$ cat config.mk
export PLATFORM = sky130hd
export DESIGN_NAME = sprite_motion_ctrl
export DESIGN_NICKNAME = d
export VERILOG_FILES = /design/src/rtl/sprite_motion_ctrl.sv
export SDC_FILE = /design/constraint.sdc
export NUM_CORES = 1
export LEC_CHECK = 0
export CELL_PAD_IN_SITES_DETAIL_PLACEMENT = 0
export CELL_PAD_IN_SITES_GLOBAL_PLACEMENT = 1
export CORE_UTILIZATION = 44
export CTS_CLUSTER_SIZE = 30
export DETAILED_ROUTE_END_ITERATION = 8
export PLACE_DENSITY = 0.86
export SYNTH_ARGS = -nofsm -noshare
export SYNTH_HDL_FRONTEND = slang
export SYNTH_SLANG_ARGS = --single-unit
$ cat constraint.sdc
create_clock -name clk -period 8.59 [get_ports clk]
set_input_delay 2.1475 -clock clk [delete_from_list [all_inputs] [get_ports clk]]
set_output_delay 2.1475 -clock clk [all_outputs]
set_load 0.05 [all_outputs]
$ cat src/rtl/sprite_motion_ctrl.sv
// sprite_motion_ctrl: tick-paced player sprite position (saturating) plus autonomous sprite (wrap or bounce)
// Ports: clk, rst (async active-low); run pauses everything; left/right/up/down key levels;
// pos_h/pos_v player coordinates; npc_h/npc_v autonomous sprite coordinates;
// moved pulses when a tick changed the player coordinate; npc_dir is the bounce direction (1 = -h).
module sprite_motion_ctrl #(
  parameter int W        = 10,
  parameter int H_MIN    = 20,
  parameter int H_MAX    = 319,
  parameter int V_MIN    = 20,
  parameter int V_MAX    = 239,
  parameter int STEP     = 1,
  parameter int NPC_STEP = 1,
  parameter int TICK_DIV = 1,
  parameter int DIAG_EN  = 0,
  parameter int NPC_MODE = 0,
  parameter int H0       = 20,
  parameter int V0       = 20,
  parameter int NPC_V    = 120
) (
  input  logic         clk,
  input  logic         rst,
  input  logic         run,
  input  logic         left,
  input  logic         right,
  input  logic         up,
  input  logic         down,
  output logic [W-1:0] pos_h,
  output logic [W-1:0] pos_v,
  output logic [W-1:0] npc_h,
  output logic [W-1:0] npc_v,
  output logic         moved,
  output logic         npc_dir
);
  localparam int CW = TICK_DIV > 1 ? $clog2(TICK_DIV) : 1;
  localparam logic [CW-1:0] CMAX = CW'(TICK_DIV - 1);
  localparam logic [W:0] HMN = (W+1)'(H_MIN);
  localparam logic [W:0] HMX = (W+1)'(H_MAX);
  localparam logic [W:0] VMN = (W+1)'(V_MIN);
  localparam logic [W:0] VMX = (W+1)'(V_MAX);
  localparam logic [W:0] S   = (W+1)'(STEP);
  localparam logic [W:0] NS  = (W+1)'(NPC_STEP);
  typedef enum logic {FWD, REV} state_t;
  state_t state, state_nx;
  logic [CW-1:0] cnt;
  logic tick, go_l, go_r, go_u, go_d;
  logic [W:0] ph, pv, nh;
  logic [W-1:0] h_nx, v_nx, npc_nx;
  assign tick  = run && cnt == CMAX;
  assign npc_v = W'(NPC_V);
  // Player next position; all bound tests in W+1 bits so add/subtract never wraps
  always_comb begin
    ph   = {1'b0, pos_h};
    pv   = {1'b0, pos_v};
    go_l = DIAG_EN != 0 ? left && !right : left;
    go_r = right && !left;
    go_u = DIAG_EN != 0 ? up && !down : up && !left && !right;
    go_d = DIAG_EN != 0 ? down && !up : down && !up && !left && !right;
    h_nx = go_l ? (ph < HMN + S ? W'(H_MIN) : pos_h - W'(STEP)) :
           go_r ? (ph + S > HMX ? W'(H_MAX) : pos_h + W'(STEP)) : pos_h;
    v_nx = go_u ? (pv < VMN + S ? W'(V_MIN) : pos_v - W'(STEP)) :
           go_d ? (pv + S > VMX ? W'(V_MAX) : pos_v + W'(STEP)) : pos_v;
  end
  always_ff @(posedge clk or negedge rst)
    if (!rst) begin
      cnt   <= '0;
      pos_h <= W'(H0);
      pos_v <= W'(V0);
      moved <= 1'b0;
    end else if (run) begin
      cnt   <= tick ? '0 : cnt + CW'(1);
      moved <= tick && (h_nx != pos_h || v_nx != pos_v);
      if (tick) begin
        pos_h <= h_nx;
        pos_v <= v_nx;
      end
    end else begin
      moved <= 1'b0;
    end
  always_ff @(posedge clk or negedge rst)
    if (!rst) begin
      state <= FWD;
      npc_h <= W'(H_MIN);
    end else if (tick) begin
      state <= state_nx;
      npc_h <= npc_nx;
    end
  // Bounce: the endpoint is emitted on the turning tick, so it is held for one tick
  always_comb begin
    nh       = {1'b0, npc_h};
    state_nx = state;
    npc_nx   = nh + NS > HMX ? W'(H_MIN) : npc_h + W'(NPC_STEP);
    if (NPC_MODE != 0) begin
      state_nx = state == FWD ? (nh + NS >= HMX ? REV : FWD) : (nh <= HMN + NS ? FWD : REV);
      npc_nx   = state == FWD ? (nh + NS >= HMX ? W'(H_MAX) : npc_h + W'(NPC_STEP)) :
                                (nh <= HMN + NS ? W'(H_MIN) : npc_h - W'(NPC_STEP));
    end
  end
  always_comb npc_dir = state == REV;
endmodule

==> flow_metrics.tcl, run 1 <==
set metrics [dict create \
    status "completed" \
    cts_tree "yes" \
    syn_avg_cell_area_um2 7.39 \
    crit_fanout 20 \
    drtPass1Iterations 5 \
    cts-root-buf "clkbuf_8" \
    postLayoutCellArea_um2 3910 \
    cts_resized 0 \
    relSlewSlack 0.387 \
    crit_path_start "left" \
    cts.sinks 32 \
    portBuffers 37 \
    synth_edf_count 0 \
    syn-cell-area_um2 3520 \
    std_cell_rows 32 \
    die_x_um 91.5 \
    hp-start "cnt" \
    clk_pin_slew_ps 80 \
    post-dp-hpwl_mm 7.91 \
    start_util 0.456 \
    drc_errors 0 \
    gp_congestion 0.961 \
    antenna_found_initial 0 \
    leakagePower_nw 1.49 \
    hold_buffers 0 \
    synth_area_leaders "dfrtp_1, a21oi_1, o21ai_0" \
    max_cap_violations 0 \
    crit_type "in2reg" \
    area_growth_pct 10.8 \
    synthDistinctLibCells 79 \
    required_ps 8770 \
    grt_pass1_vias 3571 \
    hold_viol_final 0 \
    slew_viol_final 0 \
    min_period_over_period 0.587 \
    cts_setup_buffers 0 \
    num-fill-cells 789 \
    synth-seq-area-share 0.229 \
    cts-htree-levels 2 \
    io_pins 49 \
    grt_overflow 0 \
    synth_seq_cells 32 \
    reg2reg_slack_ps 5150 \
    numCtsBuffers 5 \
    clkLatencyLatePin_ps 300 \
    antennaDiodeCount 0 \
    end_kind "flip-flop" \
    final_layout_size_suffix_gt1_frac 0.0755 \
    hp-class "reg2reg" \
    wire_per_inst_um 19.2 \
    wirelength_mm 11.3 \
    worstReg2RegEnd "moved" \
    synth_top_area_share 0.185 \
    die_area_um2 8370 \
    ys_async_sr_fraction 1.00 \
    rsz0062_at_grt "no" \
    ir_worst_vdd_v 0.000212 \
    die_h_um 91.5 \
    max_slew.worst_pin.slew_ps 912 \
    yosysTopAreaCell "dfrtp_1" \
    finClkSkew_ps 7.34 \
    min_period_ps 5040 \
    synthCells 477 \
    core_um2 7730 \
    r2r_start "pos_h[0]" \
    vias_per_cell 6.53 \
    grt_use_total 0.278 \
    ant_nets 0 \
    finalNetCount 504 \
    synthTopCellsByCount "a21oi_1, nand2_1, nor2_1" \
    cp.arrival_ps 5220 \
    r2r_cells 11 \
    vias 3863 \
    grt_max_degree 33 \
    drtIter0Drc 370 \
    yosysWarnings 0 \
    grt_pass1_wl_mm 18.6 \
    tns_ps 0 \
    cp-endpoint "moved" \
    fmax_mhz 198 \
    powerDensity_nw_per_um2 383 \
    cts_buffer_depth 2 \
    start_kind "input pin" \
    place_area_um2 3810 \
    power_mw 1.50 \
    finalSetupViolations 0 \
    ys.flop_type "dfrtp_1" \
]
layer usage:
| metal | vias to the layer above | global-route usage | share of wire |
|---|---|---|---|
| li1 | 1791 | - | - |
| met1 | 1811 | 0.409 | 0.45 |
| met4 | 0 | 0.110 | 0.024 |
| met2 | 232 | 0.400 | 0.43 |
| met5 | - | 0 | 0 |
| met3 | 29 | 0.0469 | 0.088 |
flip-flops by register name, summed over array words and instances (netlist names):
name / cells
npc_h: 10
pos_h: 10
pos_v: 10
cnt: 1
moved: 1
worst max-delay path, cell delays in order:
cell and delay, ps:
clkdlybuf4s50_1 820, nor2_4 400, nand2_1 200, a21oi_1 600
a221oi_1 210, a221o_1 370, a2111oi_2 330, a31oi_1 120
logic make-up (layout without fill, tap and decap cells):
kind of cell | after synthesis | after routing | synth area share
and+or+nand+nor | 197 | 197 | 0.301
AOI/OAI and AO/OA | 163 | 163 | 0.305
buffers and inverters | 62 | 66 | 0.0987
DFF | 32 | 32 | 0.229
muxes | 9 | 9 | 0.0259
adders and majority gates | 8 | 8 | 0.0284
xor gates and xnor gates | 4 | 4 | 0.00994
other | 2 | 11 | 0.00213
power breakdown:
group	leakage, nW	internal (mW)	switching [mW]	total [mW]
clock	0.0434	0.0650	0.0692	0.134
combinational	1.05	0.338	0.612	0.950
sequential	0.395	0.218	0.194	0.412
worst min-delay path by stage:
stage	to	slack, ps	cells after the start
global placement	cnt	500	1
floorplan	cnt	480	1
detailed placement	cnt	520	1
finish	cnt	530	1
global route	cnt	580	1
CTS	cnt	530	1
metrics by stage:
step | std cells | worst slack [ps] | util | hold WS (ps)
global placement | 584 | 3420 | 0.493 | 502
global route | 592 | 3290 | 0.506 | 577
detailed placement | 584 | 3250 | 0.493 | 520
CTS | 592 | 3580 | 0.506 | 535
floorplan | 486 | 4420 | - | 478
finish | 592 | 3550 | 0.506 | 531
cells in the final DEF, fill, tap and decap left out, types with 10 or more instances in the layout:
cell	netlist	final
nand2_1	44	44
a21oi_1	44	44
nor2_1	42	42
o21ai_0	37	37
clkdlybuf4s50_1	0	37
dfrtp_1	26	26
nand3_1	23	23
inv_1	15	15
nor3_1	11	11
conb_1	2	11
o31ai_1	10	10
final cells by class:
| type | count | area [um2] | share of cell area |
|---|---|---|---|
| clock inverter | 2 | 15.0 | 0.00384 |
| multi-input combinational | 392 | 2400 | 0.615 |
| sequential | 32 | 808 | 0.207 |
| clock buffer | 6 | 82.6 | 0.0211 |
| timing repair buffer | 42 | 408 | 0.104 |
| inverter | 16 | 62.6 | 0.0160 |
| tap | 102 | 128 | 0.0327 |
Power figures use the tool's default switching activity.
==> run 2, diff against run 1 <==
CORE_UTILIZATION = 41   (was 44)
PLACE_DENSITY = 0.81   (was 0.86)
clock period = 4.9 ns   (was 8.59 ns; I/O delays follow)
==> run 2 against run 1 <==
First-iteration DRC count fell by 3.5%. Utilization fell by 3.0 points. Power rose by 78%. Sequential cell count did not move. Clock power rose by 99%. Critical path depth did not move. Sequential power rose by 77%. Non-clock buffer count rose by 1. Setup slack got worse by 2500 ps. Routed wire length rose by 1.9%. Cell count rose by 0.68%. Sequential share of layout area fell by 0.11 points. Critical path type unchanged. Critical endpoint unchanged. Largest cell class unchanged. Highest routed layer unchanged.
==> flow_metrics.tcl, run 2 (same netlist as run 1, synthesis figures left out) <==
set metrics [dict create \
    status "completed" \
    wl_met2_mm 4.97 \
    min_period_ps 3880 \
    grt_pass1_wl_mm 18.7 \
    final_cell_mix "nand2_1, a21oi_1, nor2_1, o21ai_0, clkdlybuf4s50_1" \
    seq_power_share 0.273 \
    internal_power_mw 1.13 \
    finClkSkew_ps 12.2 \
    post-dp-hpwl_mm 8.14 \
    tns_ps 0 \
    final_layout_size_suffix_gt1_frac 0.0754 \
    max_slew.worst_pin.slew_ps 993 \
    cts_resized 0 \
    multi_input_area_um2 2400 \
    num-fill-cells 822 \
    wirelength_mm 11.6 \
    hp-class "reg2reg" \
    std_cell_rows 33 \
    grt_pass1_vias 3429 \
    crit_type "in2reg" \
    drtPass1Iterations 5 \
    power.switching_mw 1.54 \
    portBuffers 37 \
    critPathSlowestCell "clkdlybuf4s50_1" \
    cts-htree-levels 2 \
    regArea_um2 808 \
    rsz0062_at_grt "no" \
    power_mw 2.67 \
    cts_tree "yes" \
    antennaDiodeCount 0 \
    cp.arrival_ps 4050 \
    grt_overflow 0 \
    end_kind "flip-flop" \
    cts-root-buf "clkbuf_8" \
    hold_buffers 0 \
    grt_max_degree 33 \
    wl_met1_mm 5.41 \
    leakagePower_nw 1.51 \
    swShare 0.578 \
    numPlacedInstances 588 \
    finalSetupViolations 0 \
    hold_viol_final 0 \
    clkLatencyLatePin_ps 300 \
    die_x_um 94.7 \
    drtIter0Drc 357 \
    clk_pin_slew_ps 70 \
    fmax_mhz 258 \
    required_ps 5070 \
    antenna_found_initial 0 \
    cts_buffer_depth 2 \
    powerDensity_nw_per_um2 680 \
    finalNetCount 505 \
    reg_top3 "npc_h (10), pos_h (10), pos_v (10)" \
    area_growth_pct 11.4 \
    drc_errors 0 \
    crit_chain "clkdlybuf4s50_1 > nor2_4 > nand2_1 > a21oi_1 > a221oi_1 > a221o_1 > a2111oi_2 > a31oi_1" \
    core_um2 8260 \
    numCtsBuffers 5 \
    io_pins 49 \
    relSlewSlack 0.338 \
    cp_slowest_stage_delay_ps 670 \
    dr_wl_met3_mm 1.02 \
    clkPwrFrac 0.100 \
    min_period_over_period 0.791 \
    slew_viol_final 0 \
    start_kind "input pin" \
    start_util 0.427 \
    vias_per_cell 6.50 \
    die_h_um 94.7 \
    grt_use_total 0.270 \
    max_cap_violations 0 \
    top_layer "met4" \
    ant_nets 0 \
    cts.sinks 32 \
    crit_fanout 11 \
    cts_setup_buffers 0 \
    gp_congestion 0.948 \
    wire_per_inst_um 19.4 \
    vias 3874 \
    stdcell_count 596 \
    ir_worst_vdd_v 0.000371 \
    die_area_um2 8970 \
    combPwrFrac 0.627 \
]
[run 2: cell count changes in the layout (fill, tap and decap cells not counted), sizes merged]
cell	before	now
clkinvlp	2	0
clkinv	0	1
bufinv	0	1
buf	5	6
[run 2: power groups by stage]
stage          sequential (mW)  combinational, mW  clock (mW)
2_1_floorplan            0.866               1.04           0
3_3_place_gp             0.718               1.65           0
3_5_place_dp             0.720               1.65           0
4_1_cts                  0.716               1.65       0.272
5_1_grt                  0.762               1.80       0.286
6_report                 0.730               1.67       0.266
[run 2: layer usage]
layer / global-route usage / vias up
li1: - / 1793
met1: 0.404 / 1856
met2: 0.385 / 206
met3: 0.0580 / 19
met4: 0.0745 / 0
met5: 0 / -
[run 2: critical path: cells and delay by family]
kind                   cells  cell delay, ps
AO/OA/AOI/OAI              5            1620
buffers and inverters      1             670
AND/OR/NAND/NOR            2             540
[run 2: path summary, 6_finish.rpt]
check,slack [ps],to,from,cells after the start
worst max-delay path,1020,moved,right,8
worst min-delay path,510,cnt,cnt,1
worst max register to register,1420,moved,pos_h[0],11
worst min register to register,510,cnt,cnt,1
max in group asynchronous,3200,pos_h[4],rst,2
min in group asynchronous,1330,pos_v[3],rst,2
[run 2: area by class of cell]
cell class                 count  area share
timing repair buffer          43       0.106
sequential                    32       0.206
clock inverter                 2     0.00892
clock buffer                   6      0.0185
multi-input combinational    392       0.612
inverter                      16      0.0159
tap                          105      0.0335
[run 2: metrics by stage]
step / utilization / setup WS, ps / area (um2) / hold WS, ps
floorplan: - / 1570 / 3560 / 478
global placement: 0.463 / 892 / 3820 / 502
CTS: 0.476 / 1090 / 3930 / 523
finish: 0.476 / 1020 / 3930 / 514
global route: 0.476 / 801 / 3930 / 563
detailed placement: 0.463 / 763 / 3820 / 499
